--- src/rtl/lock_controller.sv ---
// Sequencing controller for the 4-digit code lock: steers the external nibble
// shift register, checks the entered code, and runs the unlock and lockout timers.
module lock_controller #(
    parameter logic [15:0] CODE           = 16'h4321,
    parameter int          MAX_TRIES      = 3,
    parameter int          UNLOCK_CYCLES  = 50,
    parameter int          LOCKOUT_CYCLES = 200,
    localparam int         FAIL_W         = $clog2(MAX_TRIES + 1)
) (
    input  logic              clk,
    input  logic              clr,
    input  logic              key_valid,
    input  logic [3:0]        key_code,
    input  logic [15:0]       sr_q,
    output logic              sr_load,
    output logic              sr_clr,
    output logic [3:0]        sr_data,
    output logic [2:0]        digit_cnt,
    output logic [FAIL_W-1:0] fail_cnt,
    output logic              unlocked,
    output logic              alarm,
    output logic              bad_code
);

    localparam int TMR_MAX = (UNLOCK_CYCLES > LOCKOUT_CYCLES) ? UNLOCK_CYCLES : LOCKOUT_CYCLES;
    localparam int TMR_W   = $clog2(TMR_MAX + 1);

    localparam logic [TMR_W-1:0]  OPEN_LOAD  = TMR_W'(UNLOCK_CYCLES - 1);
    localparam logic [TMR_W-1:0]  LOCK_LOAD  = TMR_W'(LOCKOUT_CYCLES - 1);
    localparam logic [FAIL_W-1:0] FAIL_LIMIT = FAIL_W'(MAX_TRIES);
    localparam logic [3:0]        KEY_CLEAR  = 4'hA;
    localparam logic [3:0]        KEY_ENTER  = 4'hB;

    typedef enum logic [1:0] {ENTRY, CHECK, OPEN, LOCKOUT} state_t;

    state_t            state;
    logic [TMR_W-1:0]  timer;

    logic              entry_key;
    logic              full;
    logic              digit_ok;
    logic              clear_key;
    logic              enter_key;
    logic              short_enter;
    logic [FAIL_W-1:0] fail_next;
    logic              hit_limit;

    // Key decode is only meaningful in ENTRY; every other state ignores the keypad
    // for shift-register purposes, and clr overrides any simultaneous key.
    assign entry_key   = (state == ENTRY) && key_valid && !clr;
    assign full        = (digit_cnt == 3'd4);
    assign digit_ok    = entry_key && (key_code <= 4'd9) && !full;
    assign clear_key   = entry_key && (key_code == KEY_CLEAR);
    assign enter_key   = entry_key && (key_code == KEY_ENTER);
    assign short_enter = enter_key && !full;
    assign fail_next   = fail_cnt + FAIL_W'(1);
    assign hit_limit   = (fail_next == FAIL_LIMIT);

    assign sr_load  = digit_ok;
    assign sr_clr   = clr || (state == CHECK) || clear_key || short_enter;
    assign sr_data  = key_code;
    assign unlocked = (state == OPEN);
    assign alarm    = (state == LOCKOUT);

    always_ff @(posedge clk) begin
        if (clr) begin
            state     <= ENTRY;
            timer     <= '0;
            digit_cnt <= 3'd0;
            fail_cnt  <= '0;
            bad_code  <= 1'b0;
        end else begin
            bad_code <= 1'b0;
            case (state)
                ENTRY: begin
                    if (digit_ok) begin
                        digit_cnt <= digit_cnt + 3'd1;
                    end else if (clear_key) begin
                        digit_cnt <= 3'd0;
                    end else if (enter_key) begin
                        if (full) begin
                            state <= CHECK;
                        end else begin
                            // Short entry fails at once without a compare.
                            digit_cnt <= 3'd0;
                            bad_code  <= 1'b1;
                            fail_cnt  <= fail_next;
                            if (hit_limit) begin
                                state <= LOCKOUT;
                                timer <= LOCK_LOAD;
                            end
                        end
                    end
                end
                CHECK: begin
                    digit_cnt <= 3'd0;
                    if (sr_q == CODE) begin
                        fail_cnt <= '0;
                        state    <= OPEN;
                        timer    <= OPEN_LOAD;
                    end else begin
                        bad_code <= 1'b1;
                        fail_cnt <= fail_next;
                        if (hit_limit) begin
                            state <= LOCKOUT;
                            timer <= LOCK_LOAD;
                        end else begin
                            state <= ENTRY;
                        end
                    end
                end
                OPEN: begin
                    if (key_valid && key_code == KEY_CLEAR) begin
                        state <= ENTRY;
                    end else if (timer == '0) begin
                        state <= ENTRY;
                    end else begin
                        timer <= timer - TMR_W'(1);
                    end
                end
                LOCKOUT: begin
                    if (timer == '0) begin
                        state    <= ENTRY;
                        fail_cnt <= '0;
                    end else begin
                        timer <= timer - TMR_W'(1);
                    end
                end
                default: state <= ENTRY;
            endcase
        end
    end

endmodule
--- config.mk ---
export PLATFORM = sky130hd
export DESIGN_NAME = lock_controller
export DESIGN_NICKNAME = d
export VERILOG_FILES = /design/src/rtl/lock_controller.sv
export SDC_FILE = /design/constraint.sdc
export NUM_CORES = 1
export LEC_CHECK = 0
export ABC_AREA = 1
export CORE_MARGIN = 2
export CORE_UTILIZATION = 49
export DETAILED_ROUTE_END_ITERATION = 12
export GPL_TIMING_DRIVEN = 0
export PLACE_DENSITY = 0.86
export SLEW_MARGIN = 20
export SYNTH_ARGS = -nofsm -noshare
export SYNTH_HDL_FRONTEND = slang
export SYNTH_SLANG_ARGS = --single-unit
--- constraint.sdc ---
create_clock -name clk -period 2 [get_ports clk]
set_input_delay 0.4 -clock clk [delete_from_list [all_inputs] [get_ports clk]]
set_output_delay 0.4 -clock clk [all_outputs]
set_load 0.01 [all_outputs]
**After elaboration in Yosys (flattened, before gate mapping)**

Cells that the tools add are included.

- $add $sub $neg: 3
- Magnitude comparators: 1
- Equal/unequal tests: 17
- Multiplexer cells: 37
- Reductions and logical operators: 21

Operators by type and width:

| kind | number |
|---|---|
| 8-bit two-way mux | 8 |
| 8-bit case mux with 4 select lines | 1 |
| 2-bit two-way mux | 15 |
| 16-bit by 15-bit equality test with 1-bit output, second input constant | 1 |
| 3-bit two-way mux | 4 |
| 2-bit != test, second input constant | 5 |
| 4-bit equality test, second input constant | 2 |
| 1-bit logical AND | 8 |
| 8-bit zero test | 1 |
| 4-bit != test, second input constant | 2 |
| 2-bit case mux with 4 select lines | 1 |
| 8-bit by 1-bit subtractor with 8-bit output, second input constant | 1 |
| 2-bit equality test, second input constant | 3 |
| 2-bit case mux with 3 select lines | 1 |
| 3-bit case mux with 2 select lines | 1 |
| 6-bit AND reduction | 1 |
| 1-bit two-way mux | 5 |
| 5-bit AND reduction | 1 |
| 4-bit less-or-equal comparator, second input constant | 1 |
| 4-bit AND reduction | 1 |
| 3-bit by 1-bit adder with 3-bit output, second input constant | 1 |
| 3-bit equality test, second input constant | 1 |
| 1-bit logical OR | 3 |
| 3-bit != test, second input constant | 1 |
| other kinds (9) | 10 |

- Flip-flop bits (word level): 16
- Input bits: 23
- Output and inout port bits: 14
- Word-level logic and storage cells: 84

**Logic depth before layout (Yosys ltp)**

- Depth after elaboration: 8
- Mapped depth: 12
- Mapped depth without buffers: 11

**Worst setup path after synthesis**

Ideal clock, no wire load.

- Path type: flip-flop to flip-flop
- Start point: register timer[0]
- End point: register timer[0]
- Library setup time: 0.113 ns
- Arrival: 1.397 ns
- Required time: 1.887 ns
- Slack: 0.490 ns
- Stages on the path, launching flop included: 12
- Buffers on the path: 1
- Clock period less this slack: 1.510 ns
- Path through: dfxtp_1 clkinv_1 ha_1 nand2_1 nor2_1 nand2_1 nand2_1 nand2_1 nand2_4 buf_6 nor2_1 nor2_1

- Word-level cells in the longest chain between the ends: 6
- Elaborated cells on any way between the ends: 11
- Classes of those cells: add/sub (1); mux (9); reduce/logical (1)

Ends and longest elaborated chain:

| what | RTL line | RTL |
|---|---|---|
| from (decl) | 37 | `logic [TMR_W-1:0] timer;` |
| from (signal assigned) | 118 | `timer <= timer - TMR_W'(1);` |
| from (signal assigned) | 126 | `timer <= timer - TMR_W'(1);` |
| branches (longest 5 deep; another with 8-bit by 1-bit subtractor with 8-bit output) | -- |  |
| 8-bit case mux with 4 select lines (*) | 74 | `case (state)` |

Every way passes the cells marked *. The select of a mux whose other input is x is not followed.
A chain may end at the register's enable or synchronous reset.

**Worst setup path in the final report**

- Start point: input key_code[2]
- End point: output sr_data[2]

RTL lines:

| what | RTL line | RTL |
|---|---|---|
| from (decl) | 13 | `input logic [3:0] key_code,` |
| to (decl) | 17 | `output logic [3:0] sr_data,` |

No word-level cell between the ends.

==> results.cfg <==
[floorplan]
die_x_um = 57.7
initial_core_util = 0.513
fp.dieH_um = 57.7
core_um2 = 2760
fp.dieArea_um2 = 3330
fp-row-count = 19
io_pins = 37

[critical_path]
crit_required_ps = 1600
start_kind = input port
crit_fanout = 3
cp-end-kind = output pin
worstPathArrival_ps = 1550
worst-setup-path-type = in -> out

[run]
max_cap_viol_count = 0

[clock_tree]
clk_latency_ps = 300
cts-htree-levels = 1
clockBufferDepth = 2
cts_made_buffers = 3
clkTransAtPathRegs_ps = 110
cts_tree = done
cts.sinks = 16
cts_root_buf = clkbuf_4

[yosys]
ys_seq_area_frac = 0.226
synthDistinctLibCells = 28
syn_area_per_cell_um2 = 5.71
ys_ff_latch = 16
synth_top_area_frac = 0.226
netlist_area_um2 = 1420
syn_nets = 275
yosys.area.top_type = dfxtp_1
syn_inst = 248
ys_warn_count = 0
ys_top_cells_by_area = dfxtp_1 23%, nand2_1 19%, nor2_1 14%

[placement]
gp_congestion = 0.857
dp_cells = 315
portBuffers = 36
dp_hpwl_um = 2670
postPlaceCellArea_um2 = 1810

[pwr]
clkPwrFrac = 0.302
power_uw = 776
ir_worst_vdd_uv = 390
swShare = 0.295
combPwrFrac = 0.266
intPower_uw = 547
p_leak_nw = 1.01
power.density_nw_per_um2 = 400
p_seq_frac = 0.433
power_switching_uw = 229

[hold_path]
hold_class = in -> reg

[timing]
setup_tns_ps = 0
setup_violations = 0
skew_ps = 1.59
rsz0062_at_grt = yes
period_needed_ps = 1950
slew_viol_final = 0
fmax_ghz = 0.513
post-route-period-util = 0.975
worstMarginPinSlew_ps = 448
hold_viol = 0
relSlewSlack = 0.702

[drt]
vias = 1711
antenna_left = 0
drt_first_iter_violations = 82
vias_per_cell = 5.25
drt-pass1-iter-count = 4
wl_um = 3810
drc = 0
wire_per_inst_um = 11.7

[global_route]
grt_pass1_wl_um = 6400
grt_max_degree = 11
grt_pass1_vias = 1543
grtUsageTotal = 0.241
grt_antenna_before_repair = 0
grt.overflow.total = 0

[layout]
syn2layout_area_growth_pct = 36.9
final_cells = 326
final_nets = 323
final_layout_size_suffix_gt1_frac = 0.146
layout_commonest_cell = nand2_1
layout_common_cells = 69 x nand2_1, 50 x nor2_1, 33 x nand3_1
antenna-diode-count = 0
final_core_util = 0.702
final_area_um2 = 1940

[status]
status = finished, final reports clean
## through the flow
stage               worst slack [ps]  hold slack (ps)
floorplan                        490              469
global placement                -527              476
detailed placement              -521              487
CTS                            0.275              478
global route                   -11.0              497
finish                          49.1              492
## cell type report
class / count / area, um2
Buffer: 9 / 62.6
Clock buffer: 4 / 36.3
Fill cell: 234 / 821
Inverter: 28 / 106
Multi-Input combinational cell: 195 / 951
Sequential cell: 16 / 323
Tap cell: 31 / 38.8
Timing Repair Buffer: 43 / 419
## Yosys cell counts
master	n
dfxtp_1	16
nor3_1	1
inv_2	3
a22oi_1	1
a21boi_0	1
o21ai_0	6
buf_4	5
nor2_4	3
buf_6	1
o2111ai_1	1
ha_1	4
nand3b_1	3
a21oi_2	1
nor2_1	52
nand2_2	4
buf_2	2
clkinv_1	2
inv_1	23
nand4_1	2
a31oi_1	2
nor3b_2	1
nand2_4	2
nand2_1	70
nand3_1	34
a21oi_1	5
xnor2_1	1
or2_2	1
clkbuf_1	1
## kinds of logic after synthesis
logic type | Yosys count | share of synthesized area
xor gates and xnor gates | 1 | 0.00619
adders and majority gates | 4 | 0.0354
and+or+nand+nor | 173 | 0.543
buffers and inverters | 37 | 0.118
AOI/OAI and AO/OA | 17 | 0.0707
DFF | 16 | 0.226
## path summary, 6_finish.rpt
kind / cells past startpoint / to / slack (ps) / start
setup / recovery: 3 / sr_data[2] / 50 / key_code[2]
hold / removal: 2 / fail_cnt[0] / 490 / clr
setup reg to reg: 11 / timer[7] / 190 / timer[0]
hold reg to reg: 2 / fail_cnt[0] / 500 / fail_cnt[0]
## what timing repair did
item / CTS / global route
hold buffers: 0 / 0
setup endpoints to repair: 3 / 5
resized for setup: 15 / 6
buffers inserted: 5 / 2
pin swaps: 4 / 3
## worst max-delay path, stage by stage
cell             delay [ps]
clkdlybuf4s50_1         510
buf_4                   120
clkdlybuf4s50_1         520
## power groups by stage
stage	clock network (mW)	logic (mW)	registers, mW
2_1_floorplan	0	0.0953	0.344
3_3_place_gp	0	0.184	0.342
3_5_place_dp	0	0.187	0.342
4_1_cts	0.236	0.198	0.336
5_1_grt	0.245	0.229	0.337
6_report	0.234	0.206	0.336
## state kept, by name, indices dropped and copies added, names as in the netlist
name       count
bad_code       1
digit_cnt      3
fail_cnt       2
state          2
timer          8
## per-layer routing
metal | global-route usage | wire length, um
met1 | 0.300 | 1610
met3 | 0.0491 | 338
met4 | 0.106 | 99
met2 | 0.401 | 1760
met5 | 0 | 0
Note: power is estimated with default switching activity, not from simulation.
